===== src/rtl/mem_arbiter_pkg.sv =====
// Shared types and constants for the instruction/data memory arbiter.
package mem_arbiter_pkg;

  localparam int unsigned XLEN = 32;

  typedef logic [XLEN-1:0] word_t;

  typedef enum logic [1:0] {
    StIdle,
    StData,
    StFetch,
    StDone
  } arb_state_e;

  // Width needed to hold values 0..max_val, never narrower than one bit.
  function automatic int unsigned cnt_width(input int unsigned max_val);
    return (max_val < 2) ? 1 : $clog2(max_val + 1);
  endfunction

endpackage


===== src/rtl/mem_arbiter_if.sv =====
// CPU-side request/response and memory-side strobe signals of the arbiter.
interface mem_arbiter_if;
  import mem_arbiter_pkg::*;

  // Instruction fetch port
  logic  i_req;
  word_t i_addr;
  logic  i_ack;
  word_t i_rdata;

  // Data load/store port
  logic  d_read;
  logic  d_write;
  word_t d_addr;
  word_t d_wdata;
  logic  d_ack;
  word_t d_rdata;

  // Memory port
  logic  m_read;
  logic  m_write;
  word_t m_addr;
  word_t m_wdata;
  word_t m_rdata;
  logic  m_busy;

  // Pipeline control
  logic  freeze;
  logic  err;

  // Arbiter view
  modport master (
    input  i_req, i_addr, d_read, d_write, d_addr, d_wdata, m_rdata, m_busy,
    output i_ack, i_rdata, d_ack, d_rdata, m_read, m_write, m_addr, m_wdata, freeze, err
  );

  // CPU plus memory environment view
  modport slave (
    output i_req, i_addr, d_read, d_write, d_addr, d_wdata, m_rdata, m_busy,
    input  i_ack, i_rdata, d_ack, d_rdata, m_read, m_write, m_addr, m_wdata, freeze, err
  );

endinterface


===== src/rtl/mem_arbiter_busy_timer.sv =====
// Busy timer: counts cycles the memory holds m_busy during one access and
// flags expiry on the cycle whose edge would bring the count to TIMEOUT.
module mem_arbiter_busy_timer import mem_arbiter_pkg::*; #(
  parameter int unsigned TIMEOUT = 255  // must be >= 1
) (
  input  logic clk,
  input  logic nrst,
  input  logic i_clear,
  input  logic i_enable,
  output logic o_expired
);

  localparam int unsigned CntW = cnt_width(TIMEOUT);

  logic [CntW-1:0] r_count;

  // Busy-cycle counter; clear has priority over counting.
  always_ff @(posedge clk or negedge nrst) begin
    if (!nrst) begin
      r_count <= '0;
    end else if (i_clear) begin
      r_count <= '0;
    end else if (i_enable) begin
      r_count <= r_count + CntW'(1);
    end
  end

  // The busy cycle now being counted is the TIMEOUT-th one.
  assign o_expired = i_enable && (r_count == CntW'(TIMEOUT - 1));

endmodule


===== src/rtl/mem_arbiter.sv =====
// Arbiter sharing one memory port between instruction fetch and data
// load/store. Data has fixed priority; one access in flight at a time.
module mem_arbiter import mem_arbiter_pkg::*; #(
  parameter int unsigned TIMEOUT = 255  // max busy cycles before abort, >= 1
) (
  input  logic          clk,
  input  logic          nrst,
  mem_arbiter_if.master bus
);

  arb_state_e r_state;
  logic       r_m_read;
  logic       r_m_write;
  word_t      r_m_addr;
  word_t      r_m_wdata;
  word_t      r_i_rdata;
  word_t      r_d_rdata;
  logic       r_i_ack;
  logic       r_d_ack;
  logic       r_err;

  logic       w_in_access;
  logic       w_any_req;
  logic       w_data_req;
  logic       w_expired;

  assign w_in_access = (r_state == StData) || (r_state == StFetch);
  assign w_data_req  = bus.d_read | bus.d_write;
  assign w_any_req   = w_data_req | bus.i_req;

  // Counter restarts whenever no access is in flight, so it is zero on entry.
  mem_arbiter_busy_timer #(
    .TIMEOUT (TIMEOUT)
  ) u_busy_timer (
    .clk       (clk),
    .nrst      (nrst),
    .i_clear   (!w_in_access),
    .i_enable  (w_in_access && bus.m_busy),
    .o_expired (w_expired)
  );

  // Arbitration FSM with registered memory strobes, acks and read data.
  always_ff @(posedge clk or negedge nrst) begin
    if (!nrst) begin
      r_state   <= StIdle;
      r_m_read  <= 1'b0;
      r_m_write <= 1'b0;
      r_m_addr  <= '0;
      r_m_wdata <= '0;
      r_i_rdata <= '0;
      r_d_rdata <= '0;
      r_i_ack   <= 1'b0;
      r_d_ack   <= 1'b0;
      r_err     <= 1'b0;
    end else begin
      // Acks and err are single-cycle pulses.
      r_i_ack <= 1'b0;
      r_d_ack <= 1'b0;
      r_err   <= 1'b0;
      unique case (r_state)
        StIdle: begin
          if (w_data_req) begin
            r_state   <= StData;
            r_m_addr  <= bus.d_addr;
            r_m_wdata <= bus.d_wdata;
            // A store wins when both load and store are requested.
            r_m_write <= bus.d_write;
            r_m_read  <= !bus.d_write;
          end else if (bus.i_req) begin
            r_state   <= StFetch;
            r_m_addr  <= bus.i_addr;
            r_m_read  <= 1'b1;
            r_m_write <= 1'b0;
          end
        end
        StData, StFetch: begin
          if (!bus.m_busy) begin
            r_state   <= StDone;
            r_m_read  <= 1'b0;
            r_m_write <= 1'b0;
            if (r_state == StFetch) begin
              r_i_ack   <= 1'b1;
              r_i_rdata <= bus.m_rdata;
            end else begin
              r_d_ack <= 1'b1;
              if (r_m_read) begin
                r_d_rdata <= bus.m_rdata;
              end
            end
          end else if (w_expired) begin
            r_state   <= StIdle;
            r_m_read  <= 1'b0;
            r_m_write <= 1'b0;
            r_err     <= 1'b1;
          end
        end
        StDone: begin
          // Requests are not sampled here; the requester is still dropping.
          r_state <= StIdle;
        end
        default: begin
          r_state <= StIdle;
        end
      endcase
    end
  end

  // Stall the CPU while an access is pending or about to be accepted.
  assign bus.freeze  = w_in_access || ((r_state == StIdle) && w_any_req);

  assign bus.m_read  = r_m_read;
  assign bus.m_write = r_m_write;
  assign bus.m_addr  = r_m_addr;
  assign bus.m_wdata = r_m_wdata;
  assign bus.i_ack   = r_i_ack;
  assign bus.i_rdata = r_i_rdata;
  assign bus.d_ack   = r_d_ack;
  assign bus.d_rdata = r_d_rdata;
  assign bus.err     = r_err;

endmodule

===== src/flat_wrapper.sv =====
// flat-port wrapper written by rule: the top's interface ports become plain ports
module mem_arbiter_flat import mem_arbiter_pkg::*;
#(
  parameter int unsigned TIMEOUT = 255                                       
)
  (clk, nrst, bus_i_req, bus_i_addr, bus_d_read, bus_d_write, bus_d_addr, bus_d_wdata, bus_m_rdata, bus_m_busy, bus_i_ack, bus_i_rdata, bus_d_ack, bus_d_rdata, bus_m_read, bus_m_write, bus_m_addr, bus_m_wdata, bus_freeze, bus_err);
  mem_arbiter_if bus_i ();
  input  logic clk;
  input  logic nrst;
  input wire logic [$bits(bus_i.i_req)-1:0] bus_i_req;
  input wire logic [$bits(bus_i.i_addr)-1:0] bus_i_addr;
  input wire logic [$bits(bus_i.d_read)-1:0] bus_d_read;
  input wire logic [$bits(bus_i.d_write)-1:0] bus_d_write;
  input wire logic [$bits(bus_i.d_addr)-1:0] bus_d_addr;
  input wire logic [$bits(bus_i.d_wdata)-1:0] bus_d_wdata;
  input wire logic [$bits(bus_i.m_rdata)-1:0] bus_m_rdata;
  input wire logic [$bits(bus_i.m_busy)-1:0] bus_m_busy;
  output wire logic [$bits(bus_i.i_ack)-1:0] bus_i_ack;
  output wire logic [$bits(bus_i.i_rdata)-1:0] bus_i_rdata;
  output wire logic [$bits(bus_i.d_ack)-1:0] bus_d_ack;
  output wire logic [$bits(bus_i.d_rdata)-1:0] bus_d_rdata;
  output wire logic [$bits(bus_i.m_read)-1:0] bus_m_read;
  output wire logic [$bits(bus_i.m_write)-1:0] bus_m_write;
  output wire logic [$bits(bus_i.m_addr)-1:0] bus_m_addr;
  output wire logic [$bits(bus_i.m_wdata)-1:0] bus_m_wdata;
  output wire logic [$bits(bus_i.freeze)-1:0] bus_freeze;
  output wire logic [$bits(bus_i.err)-1:0] bus_err;
  assign bus_i.i_req = bus_i_req;
  assign bus_i.i_addr = bus_i_addr;
  assign bus_i.d_read = bus_d_read;
  assign bus_i.d_write = bus_d_write;
  assign bus_i.d_addr = bus_d_addr;
  assign bus_i.d_wdata = bus_d_wdata;
  assign bus_i.m_rdata = bus_m_rdata;
  assign bus_i.m_busy = bus_m_busy;
  assign bus_i_ack = bus_i.i_ack;
  assign bus_i_rdata = bus_i.i_rdata;
  assign bus_d_ack = bus_i.d_ack;
  assign bus_d_rdata = bus_i.d_rdata;
  assign bus_m_read = bus_i.m_read;
  assign bus_m_write = bus_i.m_write;
  assign bus_m_addr = bus_i.m_addr;
  assign bus_m_wdata = bus_i.m_wdata;
  assign bus_freeze = bus_i.freeze;
  assign bus_err = bus_i.err;
  mem_arbiter #(.TIMEOUT(TIMEOUT)) u_core (.clk(clk), .nrst(nrst), .bus(bus_i));
endmodule

===== config.mk =====
export PLATFORM = sky130hd
export DESIGN_NAME = mem_arbiter_flat
export DESIGN_NICKNAME = d
export VERILOG_FILES = /design/src/rtl/mem_arbiter_pkg.sv /design/src/rtl/mem_arbiter_if.sv /design/src/rtl/mem_arbiter_busy_timer.sv /design/src/rtl/mem_arbiter.sv /design/src/flat_wrapper.sv
export SDC_FILE = /design/constraint.sdc
export NUM_CORES = 1
export LEC_CHECK = 0
export ABC_CLOCK_PERIOD_IN_PS = 1600
export BUFFER_PORTS_ARGS = -buffer_cell sky130_fd_sc_hd__buf_2
export CAP_MARGIN = 20
export CELL_PAD_IN_SITES_DETAIL_PLACEMENT = 1
export CELL_PAD_IN_SITES_GLOBAL_PLACEMENT = 2
export CORE_ASPECT_RATIO = 0.7
export CORE_MARGIN = 1
export CORE_UTILIZATION = 26
export CTS_CLUSTER_DIAMETER = 60
export DETAILED_ROUTE_END_ITERATION = 16
export PLACE_DENSITY = 0.77
export SKIP_CTS_REPAIR_TIMING = 1
export SYNTH_ARGS = -nofsm -noshare
export SYNTH_HDL_FRONTEND = slang
export SYNTH_SLANG_ARGS = --single-unit

===== constraint.sdc =====
create_clock -name clk -period 1.6 [get_ports clk]
set_clock_uncertainty 0.05 [all_clocks]
set_input_delay 0.32 -clock clk [delete_from_list [all_inputs] [get_ports clk]]
set_output_delay 0.32 -clock clk [all_outputs]
set_load 0.005 [all_outputs]

Yosys cells after proc, flatten, opt, wreduce, memory -nomap -nowiden
Index checks and enable logic that the tools add are counted.
{"block": "totals", "latchBits": 0, "ramBits": 0, "rom_bits": 0, "elab_cells": 65, "mem_count": 0, "output_inout_bits": 134, "regBits": 143}
{"block": "op_classes", "addsub": 1, "multipliers": 0, "n_reduce_logical": 16, "shift": 0, "n_bitwise": 4, "order_cmp": 0, "n_mux": 26, "eq_ne": 7, "n_div": 0}
{"operator": "32-bit 2-to-1 mux", "n": 2}
{"operator": "8-bit 2-to-1 mux", "n": 2}
{"operator": "1-bit 2-to-1 mux", "n": 15}
{"operator": "8-bit by 1-bit adder with 8-bit output, second input constant", "n": 1}
{"operator": "8-bit == test, second input constant", "n": 1}
{"operator": "2-bit 2-to-1 mux", "n": 4}
{"operator": "2-bit case mux with 3 select lines", "n": 1}
{"operator": "2-bit AND reduction", "n": 3}
{"operator": "3-bit AND reduction", "n": 2}
{"operator": "2-bit == test, second input constant", "n": 2}
{"operator": "1-bit case mux with 2 select lines", "n": 2}
{"operator": "4-bit AND reduction", "n": 1}
{"operator": "2-bit nonzero test", "n": 2}
{"operator": "1-bit logical AND", "n": 3}
{"operator": "3-bit by 2-bit != test with 1-bit output, second input constant", "n": 1}
{"operator": "3-bit != test, second input constant", "n": 1}
{"operator": "2-bit by 1-bit == test with 1-bit output, second input constant", "n": 1}
{"operator": "2-bit zero test", "n": 1}
{"operator": "1-bit logical OR", "n": 2}
{"operator": "2-bit != test, second input constant", "n": 1}
{"operator": "1-bit NOT", "n": 2}
{"operator": "1-bit OR", "n": 2}
{"operator": "2-bit OR reduction", "n": 1}
{"operator": "1-bit zero test", "n": 1}

Logic depth before layout (Yosys ltp)
Gate-level depths: netlist of run 1.
{"block": "depth", "word_depth": 7, "depth_mapped": 8}

Hierarchy
A second synthesis of run 1 with hierarchy kept.
{"block": "unflattened", "hier_cells": 419, "hier_area_um2": 5841.9}
{"mod": "mem_arbiter", "area_per_inst_um2": 5430.2, "instances": 1, "cells_each": 378, "seq_area_each_um2": 3378.2}
{"mod": "mem_arbiter_busy_timer", "area_per_inst_um2": 411.6, "instances": 1, "cells_each": 41, "seq_area_each_um2": 200.2}

Worst setup path before layout of run 1
OpenSTA, ideal clock, no wires.
{"block": "synth_timing", "kind": "register to register", "start": "reg u_core.r_state[1]", "end": "reg u_core.r_d_rdata[10] (netlist: u_core.bus.d_rdata[10])", "stages_incl_launch_ff": 9, "required_time_ns": 1.425, "arrival_ns": 1.612, "synth_period_minus_slack_ns": 1.787, "path_buffers": 2, "path_slack_ns": -0.187, "path_cell_list": "dfrtp_1 inv_1 ha_1 nand2b_4 nor2_2 and2_4 buf_6 buf_12 mux2_4"}
{"block": "synth_between", "elab_chain_len": 3, "word_cells_on_any_way": 5}
{"item": "start: declaration", "line": "mem_arbiter.sv:11", "source": "arb_state_e r_state;"}
{"item": "start signal: assignment", "line": "mem_arbiter.sv:45", "source": "r_state <= StIdle;"}
{"item": "start signal: assignment", "line": "mem_arbiter.sv:63", "source": "r_state <= StData;"}
{"item": "start signal: assignment", "line": "mem_arbiter.sv:70", "source": "r_state <= StFetch;"}
{"item": "2-bit == test or 2-bit by 1-bit == test with 1-bit output (tied branches)", "line": "mem_arbiter.sv:60, mem_arbiter.sv:81"}
{"item": "2-bit OR reduction or 1-bit NOT (tied branches)"}
{"item": "4-bit AND reduction (no line) (*)"}
{"item": "end signal: assignment", "line": "mem_arbiter.sv:87", "source": "r_d_rdata <= bus.m_rdata;"}
{"item": "end: declaration", "line": "mem_arbiter.sv:17", "source": "word_t r_d_rdata;"}
Every way passes the cells marked *; elsewhere a longest branch is shown, timed or not.
A chain may end at the register's enable or synchronous reset.

Worst setup path in the final report of run 1
{"block": "layout_timing", "start": "reg u_core.r_state[0]", "end": "out bus_freeze"}
{"block": "layout_between", "elab_chain_len": 3, "word_cells_on_any_way": 6}
{"item": "2-bit by 1-bit == test with 1-bit output, or another cell as far along", "line": "mem_arbiter.sv:27", "source": "assign w_in_access = (r_state == StData) || (r_state == StFetch);"}
{"item": "1-bit logical OR or 1-bit logical AND (tied branches)", "line": "mem_arbiter.sv:27, mem_arbiter.sv:109"}
{"item": "1-bit logical OR (*)", "line": "mem_arbiter.sv:109", "source": "assign bus.freeze = w_in_access || ((r_state == StIdle) && w_any_req);"}
{"item": "end: declaration", "line": "flat_wrapper.sv:26", "source": "output wire logic [$bits(bus_i.freeze)-1:0] bus_freeze;"}
Marks and branches as above.

==> flow_summary.rst, run 1 <==
.. list-table::
   :header-rows: 1

   * - Metric
     - Value
   * - First-pass GRT wire length
     - 26500 um
   * - Largest family of logic cells by synthesized area
     - multiplexers
   * - Clock tree buffer depth
     - 2
   * - Number of CTS-inserted buffers
     - 17
   * - Status
     - complete, but fails checks
   * - Distinct cells, synth
     - 36
   * - Total gr overflow
     - 0
   * - Most common library cells after synthesis
     - dfrtp_1, nand2_1, mux2i_1
   * - Arrival time of the worst setup path
     - 1.51 ns
   * - Ys async rst share
     - 100%
   * - Rel. slew slack
     - 79.8%
   * - Post-detailed-route DRC marker count
     - 0
   * - Initial core utilization
     - 26.5%
   * - Post-placement cell count
     - 1072
   * - Unrepaired setup endpoints after global routing
     - true
   * - Fraction of the mapped netlist area in compound gates
     - 3.74%
   * - Post-route ant nets
     - 0
   * - PwrDens
     - 1870 nW/um^2
   * - Area growth from synthesis to layout
     - 52.0%
   * - Initial DRT Pass Iterations
     - 4
   * - CTS clock-pin slew for the worst setup and hold paths
     - 0.06 ns
   * - Data required time at the worst endpoint
     - 1.23 ns
   * - Fraction of final layout cells with drive strength greater than 1
     - 59.9%
   * - # nets final
     - 936
   * - Detailed-route via count
     - 4780
   * - Routed length per instance
     - 16.5 um
   * - Xor/xnor cell area share of the yosys netlist
     - 0.731%
   * - Largest net degree at the start of global routing
     - 60
   * - Number of synthesis warnings
     - 0
   * - Leakage power total
     - 4.63 nW
   * - Crit-path max FO
     - 5
   * - Fin crit share
     - 118%
   * - Top flip-flop cell by instance count after synthesis
     - dfrtp_1
   * - Stage delay of the slowest cell on the critical path
     - 0.39 ns
   * - Syn avg cell area
     - 12.3 um^2
   * - All-layer global routing usage
     - 14.8%
   * - Non-filler cells, final
     - 1121
   * - Gpl congestion
     - 0.700
   * - HPWL Detailed
     - 13200 um
   * - Post-Synth Adder-Cell Area
     - 1.25%
   * - Failing checks
     - negative setup slack
   * - Multiplexer fraction of the synthesized cell area
     - 19.8%
   * - Post-synth EDFFs
     - 0
   * - PortBufs
     - 267
   * - Design Power
     - 17.0 mW
   * - Post-synthesis instance total
     - 486
   * - Area fraction in and, or, nand and nor cells after synthesis
     - 11.3%
   * - Chip width
     - 183 um
   * - Class of the most critical setup path
     - register to primary output
   * - Die height
     - 129 um
   * - Finish-stage setup viols
     - 66
   * - Portion of synthesized cell area occupied by the leading cell type
     - 59.7%
   * - Final setup margin
     - -0.281 ns
   * - Placement Rows
     - 46
   * - Die outline area
     - 23700 um^2
   * - Clock root buffer
     - clkbuf_16
   * - Cell type with the largest total area after synthesis
     - dfrtp_1
   * - Total core area
     - 22600 um^2
   * - Summed instance area of the synthesized netlist
     - 5990 um^2
   * - Pre-CTS setup slack
     - -0.177 ns
   * - Initial antenna violation count
     - 3
   * - Final hold violation count
     - 0
   * - Most numerous cell in the Yosys netlist
     - dfrtp_1
   * - Worst-Margin Slew
     - 0.303 ns
   * - Clock tree from TritonCTS
     - done
   * - Minimum clock period after layout
     - 1.88 ns
   * - CTS sink count
     - 143
   * - Max Transition Viols Final
     - 0
   * - Vias per cell
     - 4.26
   * - Cell with the biggest individual delay on the critical path
     - dfrtp_1
   * - DRC violation total after the first TritonRoute iteration
     - 114
   * - Io pins
     - 268
   * - FMAX
     - 532 MHz
   * - Worst voltage drop across the vdd grid
     - 0.700 mV
   * - Endpoint type of the worst setup path
     - primary output
   * - Total length of routed wires
     - 18500 um
   * - Startpoint type of the worst setup path
     - register
   * - Worst min path class
     - input port to register
   * - H-tree depth
     - 4
   * - Synth Register Bits
     - 143
   * - Max-capacitance violation count
     - 0
   * - Number of global-route vias before repair
     - 4807
   * - Cell Chain, Critical Path
     - inv_2 > ha_4 > buf_8 > nand2b_4 > buf_6
   * - Sequential fraction of the synthesis area
     - 59.7%
   * - Leading cell types by total area after synthesis
     - dfrtp_1, nand2_1, mux2_4, mux2_2, mux2i_1
   * - Clock latency reported for the late side of the worst-skew pair
     - 0.42 ns
   * - Number of nets in the synthesized netlist
     - 626
==> area by class of cell <==
type	count	area, um^2
Inverter	5	21.3
Clock buffer	20	447
Clock inverter	11	116
Multi-Input combinational cell	313	2560
Tap cell	312	390
Fill cell	2498	13500
Timing Repair Buffer	316	1990
Sequential cell	143	3580
Antenna cell	1	2.50
==> layout by cell type, fill, tap and decap left out, drive strengths merged, types with 4 or more instances in the layout <==
cell	synthesis	layout
clkinv	0	5
ha	6	6
inv	5	6
mux2i	35	35
clkbuf	6	26
nand2	134	134
mux2	64	64
dfrtp	143	143
o21ai	35	35
and2	7	7
nor2	4	4
buf	19	309
==> final timing paths <==
kind,endpoint,slack (ns),from,cells past startpoint
worst max-delay path,bus_freeze,-0.28,u_core.r_state[0]$_DFFE_PN0P_,5
worst min-delay path,u_core.bus.i_rdata[26]$_DFFE_PN0P_,0.06,bus_m_rdata[26],3
worst max register to register,u_core.bus.d_rdata[4]$_DFFE_PN0P_,-0.27,u_core.r_state[1]$_DFFE_PN0P_,8
worst min register to register,u_core.bus.i_rdata[22]$_DFFE_PN0P_,0.42,u_core.bus.i_rdata[22]$_DFFE_PN0P_,2
max in group asynchronous,u_core.bus.d_rdata[25]$_DFFE_PN0P_,0.60,nrst,3
min in group asynchronous,u_core.bus.d_rdata[9]$_DFFE_PN0P_,0.30,nrst,2
==> flip-flops by register name (all words and copies together) (netlist names), 2 cells and up <==
signal / count
u_core.bus.d_rdata: 32
u_core.bus.i_rdata: 32
u_core.r_state: 2
u_core.bus.m_wdata: 32
u_core.bus.m_addr: 32
u_core.u_busy_timer.r_count: 8
==> cell families after synthesis <==
kind of cell             Yosys count
AND/OR/NAND/NOR                  161
XOR/XNOR                           5
multiplexers                      99
adder cells (fa/ha/maj)            6
buffers and inverters             30
AO/OA/AOI/OAI                     42
flip-flops                       143
==> power by group <==
part           switching (mW)  total [mW]  internal (mW)
combinational            3.00        6.84           3.85
sequential               1.03        6.33           5.30
clock                    1.55        3.87           2.32
==> critical path: cells and delay by family (launching register included) <==
family                     cells  cell delay, ns
DFF                            1            0.39
and+or+nand+nor                1            0.13
adders and majority gates      1            0.22
buffers and inverters          3            0.34
==> routing by layer <==
layer	vias up	part of all wire (%)	global-route usage, %
met5	-	0.076	0
met4	2	1.3	5.44
met3	17	8.3	6.03
met2	191	46	21.8
met1	2325	44	19.5
li1	2245	-	-
==> through the flow <==
step / instance area, um^2 / setup TNS [ns] / hold WS, ns / util (%)
floorplan: 6000 / -3.19 / -0.0256 / -
finish: 9110 / -9.82 / 0.0609 / 40.3
global placement: 7930 / -5.50 / 0.165 / 35.1
global route: 9100 / -14.86 / 0.0425 / 40.3
CTS: 8490 / -7.28 / -0.301 / 37.5
detailed placement: 7930 / -7.24 / 0.166 / 35.1
No activity file was read; power rests on OpenSTA's default activity.
==> inputs of run 2 (changes only) <==
--- a/config.mk
+++ b/config.mk
@@ -13,3 +13,2 @@
 export CORE_ASPECT_RATIO = 0.7
-export CORE_MARGIN = 1
 export CORE_UTILIZATION = 26
@@ -18,2 +17,3 @@
 export PLACE_DENSITY = 0.77
+export REMOVE_ABC_BUFFERS = 1
 export SKIP_CTS_REPAIR_TIMING = 1
--- a/constraint.sdc
+++ b/constraint.sdc
@@ -4,2 +4,2 @@
 set_output_delay 0.32 -clock clk [all_outputs]
-set_load 0.005 [all_outputs]
+set_load 0.1 [all_outputs]
==> run 2 against run 1 <==
The flow still finishes with violations (negative setup slack). Non-clock buffer count fell by 3. Highest routed layer unchanged. Core utilization fell by 0.29 points. Cell area down 0.71%. Register-to-register slack worse by 0.02 ns. Global-route usage up 0.56 points.
==> flow_summary.rst, run 2 (synthesis results as in run 1) <==
.. list-table::
   :header-rows: 1

   * - Metric
     - Value
   * - Status
     - complete, but fails checks
   * - Failing checks
     - negative setup slack
   * - Max-capacitance violation count
     - 0
   * - Length in cells of the worst reg-to-reg path
     - 8
   * - Highest-count cells in the layout ignoring fill and taps
     - dfrtp_1, buf_2, nand2_1, clkbuf_4, mux2i_1
   * - Detailed-route via count
     - 4721
   * - HPWL Detailed
     - 13700 um
   * - Reg2Reg Launch Point
     - u_core.r_state[0]$_DFFE_PN0P_
   * - Post-placement cell count
     - 1075
   * - Post-detailed-route DRC marker count
     - 0
   * - Endpoint type of the worst setup path
     - primary output
   * - Area growth from synthesis to layout
     - 50.9%
   * - Minimum clock period after layout
     - 1.91 ns
   * - Startpoint type of the worst setup path
     - register
   * - Total length of routed wires
     - 18200 um
   * - Largest net degree at the start of global routing
     - 65
   * - Capture instance of the worst register-to-register path
     - u_core.bus.d_rdata[30]$_DFFE_PN0P_
   * - Chip width
     - 183 um
   * - Fin crit share
     - 119%
   * - Vias per cell
     - 4.22
   * - Total core area
     - 22600 um^2
   * - DRC violation total after the first TritonRoute iteration
     - 121
   * - FMAX
     - 524 MHz
   * - Clock root buffer
     - clkbuf_16
   * - Routed length per instance
     - 16.2 um
   * - Destination of the worst hold path
     - u_core.bus.i_rdata[15]$_DFFE_PN0P_
   * - Initial DRT Pass Iterations
     - 4
   * - Post-route ant nets
     - 0
   * - Initial antenna violation count
     - 7
   * - Die height
     - 129 um
   * - Initial core utilization
     - 26.5%
   * - Clock tree buffer depth
     - 2
   * - Max Transition Viols Final
     - 0
   * - H-tree depth
     - 4
   * - All-layer global routing usage
     - 15.4%
   * - Data required time at the worst endpoint
     - 1.23 ns
   * - Startpoint of the lowest-slack hold path
     - bus_m_rdata[15]
   * - FF-to-FF setup slack
     - -0.29 ns
   * - Number of global-route vias before repair
     - 4846
   * - Gpl congestion
     - 0.723
   * - Total gr overflow
     - 0
   * - Arrival time of the worst setup path
     - 1.54 ns
   * - Core occupancy in the finished layout
     - 40.0%
   * - Io pins
     - 268
   * - Non-filler cells, final
     - 1119
   * - First-pass GRT wire length
     - 27400 um
   * - Fraction of final layout cells with drive strength greater than 1
     - 52.0%
   * - Worst min path class
     - input port to register
   * - PortBufs
     - 267
   * - Fin Setup TNS
     - -8.67 ns
   * - Worst-Margin Slew
     - 0.491 ns
   * - Final setup margin
     - -0.307 ns
   * - CTS clock-pin slew for the worst setup and hold paths
     - 0.06 ns
   * - Die outline area
     - 23700 um^2
   * - Cell count of the worst hold path
     - 3
   * - Crit-path max FO
     - 5
   * - Class of the most critical setup path
     - register to primary output
   * - Placement Rows
     - 46
   * - Rel. slew slack
     - 67.5%
   * - # nets final
     - 933
   * - CTS sink count
     - 143
   * - Unrepaired setup endpoints after global routing
     - true
   * - Final hold violation count
     - 0
   * - Leading cell type in the layout, fill and taps excluded
     - dfrtp_1
   * - Clock tree from TritonCTS
     - done
   * - Clock latency reported for the late side of the worst-skew pair
     - 0.42 ns
   * - Finish-stage setup viols
     - 34
   * - Fillers
     - 2523
   * - Number of CTS-inserted buffers
     - 17
[run 2: worst max-delay path, stage by stage (launching register included)]
cell and delay, ns:
dfrtp_1 0.39, inv_2 0.08, ha_4 0.22, buf_8 0.13, nand2b_4 0.14, buf_12 0.16
[run 2: metal layers]
metal / routed length, um / vias to the layer above / track usage (%)
li1: - / 2238 / -
met1: 8240 / 2270 / 20.2
met2: 8230 / 186 / 22.9
met3: 1500 / 21 / 6.57
met4: 166 / 6 / 4.71
met5: 30 / - / 0
[run 2: worst max path at each step]
stage,startpoint,end,slack [ns],cells past startpoint
floorplan,bus_d_write,bus_freeze,-2.47,3
global placement,u_core.r_state[0]$_DFFE_PN0P_,u_core.bus.d_rdata[31]$_DFFE_PN0P_,-0.15,7
global route,u_core.r_state[0]$_DFFE_PN0P_,u_core.bus.d_rdata[30]$_DFFE_PN0P_,-0.38,8
CTS,u_core.r_state[0]$_DFFE_PN0P_,bus_freeze,-0.55,5
finish,u_core.r_state[1]$_DFFE_PN0P_,bus_freeze,-0.31,5
detailed placement,u_core.r_state[0]$_DFFE_PN0P_,u_core.bus.d_rdata[30]$_DFFE_PN0P_,-0.21,7
[run 2: layout make-up]
type                    count  area (um^2)  area share (%)
clock buffers              19          433            4.79
inverters                   5         18.8           0.208
flip-flops and latches    143         3580            39.6
clock inverters            12          120            1.33
multi-input cells         313         2280            25.2
well taps                 312          390            4.32
diodes                      2         5.00          0.0553
repair buffers            313         2220            24.5
[run 2: metrics by stage]
| step | instance area, um^2 | hold WS, ns | setup slack [ns] |
|---|---|---|---|
| global placement | 7980 | 0.205 | -0.148 |
| finish | 9040 | 0.0546 | -0.307 |
| floorplan | 5800 | -0.0256 | -2.47 |
| detailed placement | 7980 | 0.212 | -0.206 |
| global route | 9040 | 0.0417 | -0.382 |
| CTS | 8530 | -0.255 | -0.553 |
Power of run 2 is not shown: default switching activity piles up to over one toggle a cycle in this logic, so the estimate is an artifact.
